===== src/rtl/mario_tile_poller.sv =====
// Per-frame neighbour-tile poller for the Mario movement block.
// Probes eight map points around Mario's box and owns the shared level scroll column.
module mario_tile_poller #(
    parameter int unsigned LEVEL_COLS  = 256,
    parameter int unsigned SCREEN_COLS = 10,
    parameter int unsigned TILE        = 40,
    parameter int unsigned X_MIN       = 120,
    parameter int unsigned X_MAX       = 519,
    parameter int unsigned Y_MIN       = 40,
    parameter int unsigned Y_MAX       = 439,
    parameter int unsigned MARIO_SIZE  = 20
) (
    input  logic        Clk,
    input  logic        Reset,
    input  logic        frame_clk,
    input  logic        Shift,
    input  logic [9:0]  Mario_X_Pos,
    input  logic [9:0]  Mario_Y_Pos,
    output logic        map_rd,
    output logic [11:0] map_addr,
    input  logic [2:0]  map_data,
    output logic [2:0]  mario_poll_up,
    output logic [2:0]  mario_poll_down,
    output logic [2:0]  mario_poll_left,
    output logic [2:0]  mario_poll_right,
    output logic [7:0]  scroll_col,
    output logic        poll_valid,
    output logic        busy
);

    localparam logic [7:0] ScrollMax = 8'(LEVEL_COLS - SCREEN_COLS);
    localparam logic [9:0] XMin      = 10'(X_MIN);
    localparam logic [9:0] XMax      = 10'(X_MAX);
    localparam logic [9:0] YMin      = 10'(Y_MIN);
    localparam logic [9:0] YMax      = 10'(Y_MAX);
    localparam logic [9:0] Half      = 10'(MARIO_SIZE);

    typedef enum logic [2:0] {StIdle, StCapture, StIssue, StDrain, StPublish} state_e;

    state_e      state_q, state_d;
    logic [2:0]  idx_q, idx_d;
    logic [9:0]  x_q, x_d, y_q, y_d;
    logic [7:0]  scr_q, scr_d;
    logic [7:0]  scroll_q, scroll_d;
    logic        frame_delayed_q, rise_q;
    logic        prev_in_q, prev_in_d;
    logic        valid_q, valid_d;
    logic [2:0]  up_q, up_d, down_q, down_d, left_q, left_d, right_q, right_d;
    logic [2:0]  res_q [8];
    logic [2:0]  res_d [8];
    logic [2:0]  fin [8];

    logic [9:0]  lft, rgt, top, bot, px, py;
    logic        in_range;
    logic [3:0]  row;
    logic [7:0]  col;

    // Quotient of off/TILE over 0..9 via a compare chain instead of a divider.
    function automatic logic [3:0] tile_div(input logic [9:0] off);
        logic [3:0] q;
        q = '0;
        for (int k = 1; k <= 9; k++) begin
            if (off >= 10'(k * TILE)) q = 4'(k);
        end
        return q;
    endfunction

    always_comb begin
        lft = x_q - Half;
        rgt = x_q + Half - 10'd1;
        top = y_q - Half;
        bot = y_q + Half - 10'd1;
        px  = '0;
        py  = '0;
        unique case (idx_q)
            3'd0: begin px = lft;          py = top - 10'd1; end
            3'd1: begin px = rgt;          py = top - 10'd1; end
            3'd2: begin px = lft;          py = bot + 10'd1; end
            3'd3: begin px = rgt;          py = bot + 10'd1; end
            3'd4: begin px = lft - 10'd1;  py = top;         end
            3'd5: begin px = lft - 10'd1;  py = bot;         end
            3'd6: begin px = rgt + 10'd1;  py = top;         end
            3'd7: begin px = rgt + 10'd1;  py = bot;         end
        endcase
        // Wrapped underflow lands above the max bound, so it reads as outside too.
        in_range = (px >= XMin) && (px <= XMax) && (py >= YMin) && (py <= YMax);
        col      = scr_q + 8'(tile_div(px - XMin));
        row      = tile_div(py - YMin);
    end

    always_comb begin
        map_rd   = (state_q == StIssue) && in_range;
        map_addr = (state_q == StIssue) ? {row, col} : 12'd0;
        busy     = (state_q != StIdle);
    end

    always_comb begin
        scroll_d = scroll_q;
        if (Shift && (scroll_q < ScrollMax)) scroll_d = scroll_q + 8'd1;
    end

    always_comb begin
        state_d   = state_q;
        idx_d     = idx_q;
        x_d       = x_q;
        y_d       = y_q;
        scr_d     = scr_q;
        prev_in_d = prev_in_q;
        valid_d   = 1'b0;
        up_d      = up_q;
        down_d    = down_q;
        left_d    = left_q;
        right_d   = right_q;
        res_d     = res_q;
        fin       = res_q;
        unique case (state_q)
            StIdle: begin
                if (rise_q) state_d = StCapture;
            end
            StCapture: begin
                x_d     = Mario_X_Pos;
                y_d     = Mario_Y_Pos;
                scr_d   = scroll_q;
                idx_d   = 3'd0;
                state_d = StIssue;
            end
            StIssue: begin
                // Data returning now belongs to the probe issued last cycle.
                if (idx_q != 3'd0) begin
                    res_d[3'(idx_q - 3'd1)] = prev_in_q ? map_data : 3'd0;
                end
                prev_in_d = in_range;
                idx_d     = idx_q + 3'd1;
                if (idx_q == 3'd7) state_d = StDrain;
            end
            StDrain: begin
                fin[7]  = prev_in_q ? map_data : 3'd0;
                res_d   = fin;
                up_d    = (fin[0] != 3'd0) ? fin[0] : fin[1];
                down_d  = (fin[2] != 3'd0) ? fin[2] : fin[3];
                left_d  = (fin[4] != 3'd0) ? fin[4] : fin[5];
                right_d = (fin[6] != 3'd0) ? fin[6] : fin[7];
                valid_d = 1'b1;
                state_d = StPublish;
            end
            StPublish: begin
                state_d = StIdle;
            end
            default: state_d = StIdle;
        endcase
    end

    always_ff @(posedge Clk or negedge Reset) begin
        if (!Reset) begin
            state_q         <= StIdle;
            idx_q           <= '0;
            x_q             <= '0;
            y_q             <= '0;
            scr_q           <= '0;
            scroll_q        <= '0;
            frame_delayed_q <= 1'b0;
            rise_q          <= 1'b0;
            prev_in_q       <= 1'b0;
            valid_q         <= 1'b0;
            up_q            <= '0;
            down_q          <= '0;
            left_q          <= '0;
            right_q         <= '0;
            res_q           <= '{default: '0};
        end else begin
            state_q         <= state_d;
            idx_q           <= idx_d;
            x_q             <= x_d;
            y_q             <= y_d;
            scr_q           <= scr_d;
            scroll_q        <= scroll_d;
            frame_delayed_q <= frame_clk;
            rise_q          <= frame_clk & ~frame_delayed_q;
            prev_in_q       <= prev_in_d;
            valid_q         <= valid_d;
            up_q            <= up_d;
            down_q          <= down_d;
            left_q          <= left_d;
            right_q         <= right_d;
            res_q           <= res_d;
        end
    end

    assign mario_poll_up    = up_q;
    assign mario_poll_down  = down_q;
    assign mario_poll_left  = left_q;
    assign mario_poll_right = right_q;
    assign scroll_col       = scroll_q;
    assign poll_valid       = valid_q;

endmodule


===== config.mk =====
export PLATFORM = sky130hd
export DESIGN_NAME = mario_tile_poller
export DESIGN_NICKNAME = d
export VERILOG_FILES = /design/src/rtl/mario_tile_poller.sv
export SDC_FILE = /design/constraint.sdc
export NUM_CORES = 1
export LEC_CHECK = 0
export ABC_AREA = 1
export CORE_UTILIZATION = 59
export CTS_CLUSTER_DIAMETER = 60
export DETAILED_ROUTE_END_ITERATION = 16
export GPL_TIMING_DRIVEN = 0
export PLACE_DENSITY = 0.93
export SLEW_MARGIN = 20
export SYNTH_ARGS = -nofsm -noshare
export SYNTH_HDL_FRONTEND = slang
export SYNTH_SLANG_ARGS = --single-unit

===== constraint.sdc =====
create_clock -name Clk -period 6.55 [get_ports Clk]
set_input_delay 0.655 -clock Clk [delete_from_list [all_inputs] [get_ports Clk]]
set_output_delay 0.655 -clock Clk [all_outputs]
set_load 0.1 [all_outputs]

# Word-level counts from Yosys, hierarchy flattened
# Cells that the tools add are included.
totals:
  register_bits: 82
  out_inout_bits: 35
  word_cells: 143
op_classes:
  n_eq_ne: 13
  reduce_logical: 27
  order_cmp: 25
  bitwise_logic: 4
  add_sub_neg: 16
  mux: 36
ops:
  columns: ["cell", "n"]
  rows:
  - ["$pmux W10 S4", 2]
  - ["$mux W4", 16]
  - ["$ge A10 B8 Y1 const B", 6]
  - ["$ge A10 B9 Y1 const B", 6]
  - ["$ge A10 B7 Y1 const B", 5]
  - ["$pmux W24 S2", 1]
  - ["$sub A10 B1 Y10 const B", 4]
  - ["$ge A10 B6 Y1 const B", 3]
  - ["$bwmux W24", 1]
  - ["$mux W24", 1]
  - ["$mux W3", 8]
  - ["$add A10 B1 Y10 const B", 2]
  - ["$add A10 B5 Y10 const B", 2]
  - ["$sub A10 B5 Y10 const B", 2]
  - ["$reduce_bool A3 Y1", 6]
  - ["$reduce_or A2 Y1", 8]
  - ["$eq A3 B2 Y1 const B", 4]
  - ["$eq A3 B3 Y1 const B", 4]
  - ["$mux W12", 1]
  - ["$pmux W3 S4", 1]
  - ["$le A10 B10 Y1 const B", 1]
  - ["$le A10 B9 Y1 const B", 1]
  - ["$sub A10 B6 Y10 const B", 1]
  - ["$sub A10 B7 Y10 const B", 1]
  - ["21 further kinds", 34]

# Logic depth before layout (Yosys ltp)
logic_depth:
  ltp_word: 17
  ltp_mapped: 39
  ltp_nobuf: 39

# Worst setup path before layout
# Ideal clock, no wire load.
synth_timing:
  path_type: "register to output"
  start: "register idx_q[0]"
  end: "output map_addr[7]"
  t_required_ns: 5.895
  slack_ns: -0.146
  t_arrival_ns: 6.041
  stages_incl_launch_ff: 27
  cell_sequence: "dfrtp_1 > ha_1 > ha_1 > a21oi_1 > clkinv_1 > nand3_1 > nand4_1 > ha_1 > nand2_2 > inv_2 > nand2_1 > nand2_2 > o21ai_0 > nand2_1 > nor2_2 > inv_1 > o21ai_0 > inv_1 > ha_1 > a21oi_1 > inv_1 > a31oi_1 > nor2_1 > o21ai_0 > nor2_1 > and3_1 > nor3_1"
synth_between:
  elab_chain_cells: 16
  word_cells_on_any_way: 34
synth_rtl:
  columns: ["element", "line_no", "source"]
  rows:
  - ["start: declaration", "41", "logic [2:0] idx_q, idx_d;"]
  - ["start signal: assignment", "172", "idx_q <= idx_d;"]
  - ["$eq A3 B3 Y1 (tied with other cells)", "75", "unique case (idx_q)"]
  - ["$reduce_or A2 Y1 (no source line)", null, null]
  - ["$pmux W10 S4 *", "75", null]
  - ["$sub A10 B7 Y10 *", "87", "col = scr_q + 8'(tile_div(px - XMin));"]
  - ["$ge A10 B6 Y1", "63", "if (off >= 10'(k * TILE)) q = 4'(k);"]
  - ["$mux W1", "63", null]
  - ["$mux W4 (7 in series)", "63", null]
  - ["$mux W4 *", "63", null]
  - ["$add A8 B4 Y8 *", "87", null]
  - ["$mux W12 *", "93", "map_addr = (state_q == StIssue) ? {row, col} : 12'd0;"]
  - ["end: declaration", "20", "output logic [11:0] map_addr,"]
# Mark *: on every way between the ends. The rest lies on a longest branch, timed or not.

# Worst setup path in the final report
layout_timing:
  start: "register idx_q[2]"
  end: "output map_addr[1]"
# Same word-level chain as after synthesis.

==> metrics.txt <==
most used cell, CP=nand2_1; Top FF cell, synth=dfrtp_1; final instance area=between 0.007 and 0.008 mm^2; area grow syn2layout=15.3%; die height=106 um; Worst R2R Setup Slack=3.46 ns; RePlAce Congestion=~0.94; max incr delay on CP=between 0.7 and 0.8 ns; GRT met3 Usage=under 10%; CTS tree=built; Via Count=6501; Hold Path Class=in2async; fin crit period=approximately 6 ns; Initial Util=~60%; Root Driver=clkbuf_8; Multi-input gate area=around 0.0039 mm^2; layout cells sized above 1=roughly 8.9%; synthesized-area fraction occupied by adder cells=about 6.4%; setup TNS=0 ns; # hold bufs at CTS=0; final hold vios=0; Max-Cap Viols=0; Slew headroom=between 30 and 40%; # diodes=0; Synth top area share=a little under a third; outcome=completed; Yosys reg bits=between 70 and 80; Max clock buf depth=2; Slew Limit Fails=0; # rows=37; Post-Syn Instances=approximately 1000; CP Launch Type=flop; worst slew pin tran=0.979 ns; Top Ports=62; top cells by area, synth=dfrtp_1 31%, nand2_1 16%, nand3_1 7.6%; # setup viols final=0; Placed Cells=1176; total gr overflow=0; DRT Pass-1 Iters=5; starting DRC count in detailed routing=roughly 320; busiest grt layer=met2; cts bufs inserted=9; Routed WL=between 15000 and 20000 um; post-synthesis simple-gate area fraction=between 30% and 40%; Die Area=0.0113 mm^2; CP endpoint kind=primary output; post-synth net total=approximately 1000; Clock Sinks=around 80; Post-CTS Setup Inserts=0; initial antenna violation count=0; total track usage=roughly 28%; Commonest cells post-synth=271 x nand2_1, 118 x inv_1, 106 x nor2_1; FFs w/ async S/R, synth=100%; mapped cell area=between 0.006 and 0.007 mm^2; first-pass GRT wire length=25800 um; synthesized area per cell=approximately 6.6 um^2; wire per inst=13.0 um; post-DP HPWL=around 12000 um; vias in the first global route=5953; required time of the critical path=a little under 6 ns; post-synthesis sequential area ratio=a little under a third; clk_lat worst skew=roughly 0.36 ns; Fillers=~830; Die W=between 100 and 150 um; largest net degree at the start of global routing=61; number of flops mapped to enable cells by yosys=0; core area=around 0.010 mm^2; Area after DPL=0.00723 mm^2; grt met1 use=a little over a third; H-tree depth=3; R2R cell count=17; Nets=1110; mux contribution to synthesized area=less than 1%; period utilization=about nine tenths; Final Instance Count excl. Fillers=between 1000 and 1500; RSZ-0062 raised after global routing=no; PortBufs=61; critical path class=reg2out; WP data arrival=5.33 ns; DRC violations left=0; Yosys warnings=0; distinct cell type count after synthesis=between 40 and 50; met2 usage=roughly 50%; fmax=roughly 0.17 GHz; main combinational cell family by area after synthesis=simple AND/OR/NAND/NOR gates; flip-flop and latch area=roughly 0.002 mm^2; complex-gate fraction of the synthesized area=between 10% and 20%; leading area contributor after synthesis=dfrtp_1; Synth Area in XOR/XNOR=approximately 2.2%; count leader, synth=nand2_1; Worst-path clk slew=0.09 ns; CP max FO=9; skew final=0.0116 ns; Via density=5.46; CP max-delay cell=dlymetal6s2s_1; antenna viol nets, final=0
==> logic make-up after synthesis <==
logic type      count (synthesis)
compound gates                155
xor+xnor                       16
fa+ha+maj                      32
buf+inv                       145
flops                          79
mux                             1
simple gates                  550
==> metal layers <==
layer  wire, um  part of all wire [%]  vias to the layer above
met5          0                     0                        -
met1       6940                    45                     2992
li1           -                     -                     3305
met4        276                   1.8                        0
met2       7550                    49                      179
met3        717                   4.6                       25
==> sequential cells by signal (all words and copies together), names as in the netlist <==
signal            cells
fin                  21
x_q                  10
y_q                  10
scr_q                 8
scroll_col            8
idx_q                 3
mario_poll_down       3
mario_poll_left       3
mario_poll_right      3
mario_poll_up         3
state_q               3
frame_delayed_q       1
poll_valid            1
prev_in_q             1
rise_q                1
==> final timing paths <==
path	from	endpoint
hold / removal	Reset	scroll_col[1]$_DFFE_PN0P_
max in group asynchronous	Reset	idx_q[0]$_DFFE_PN0P_
setup / recovery	idx_q[2]$_DFFE_PN0P_	map_addr[1]
setup reg to reg	idx_q[2]$_DFFE_PN0P_	prev_in_q$_DFFE_PN0P_
hold reg to reg	frame_delayed_q$_DFF_PN0_	rise_q$_DFF_PN0_
min in group Clk	frame_delayed_q$_DFF_PN0_	rise_q$_DFF_PN0_
==> critical path, delay by kind of cell, from the launching register on <==
family / cells / cell delay, ns
compound gates: 3 / 0.36
fa+ha+maj: 4 / 1.19
buf+inv: 7 / 1.31
flops: 1 / 0.65
simple gates: 16 / 1.47
==> layout by cell type, fill, tap and decap left out, types with 5 or more instances in the layout <==
master	instances
o21ai_1	5
xor2_1	16
nand4_1	11
nor2_1	106
o22ai_1	5
nor2_4	5
nand3_1	97
nand2_2	17
ha_1	30
clkbuf_1	5
a21oi_1	60
inv_2	14
dfrtp_1	78
nor3_1	14
nand2_4	7
o21ai_0	64
nand2_1	271
clkbuf_8	9
inv_1	118
clkdlybuf4s50_1	53
a31oi_1	5
==> area by class of cell <==
| class | count | share of cell area, % |
|---|---|---|
| Buffer | 10 | 0.558 |
| Clock buffer | 9 | 1.68 |
| Clock inverter | 6 | 0.609 |
| Inverter | 135 | 6.92 |
| Multi-Input combinational cell | 754 | 52.7 |
| Sequential cell | 79 | 26.8 |
| Tap cell | 136 | 2.30 |
| Timing Repair Buffer | 62 | 8.51 |
==> repair_timing <==
| action | 4_1_cts | 5_1_grt |
|---|---|---|
| hold endpoints to repair | 0 | 0 |
| endpoints found under the setup margin | 5 | 8 |
| cloned | 0 | 0 |
| resized for setup | 13 | 24 |
==> stage by stage <==
stage          hold WS (ns)  setup WS [ns]  util (%)
2_1_floorplan         0.359          0.517         -
3_3_place_gp          0.381        -0.0356      69.2
3_5_place_dp          0.387         -0.127      69.4
4_1_cts               0.174        0.00687      71.1
5_1_grt               0.180         0.0114      71.0
6_report              0.173          0.561      71.0
Power is not shown: default switching activity piles up to over one toggle a cycle in this logic, so the estimate is an artifact.
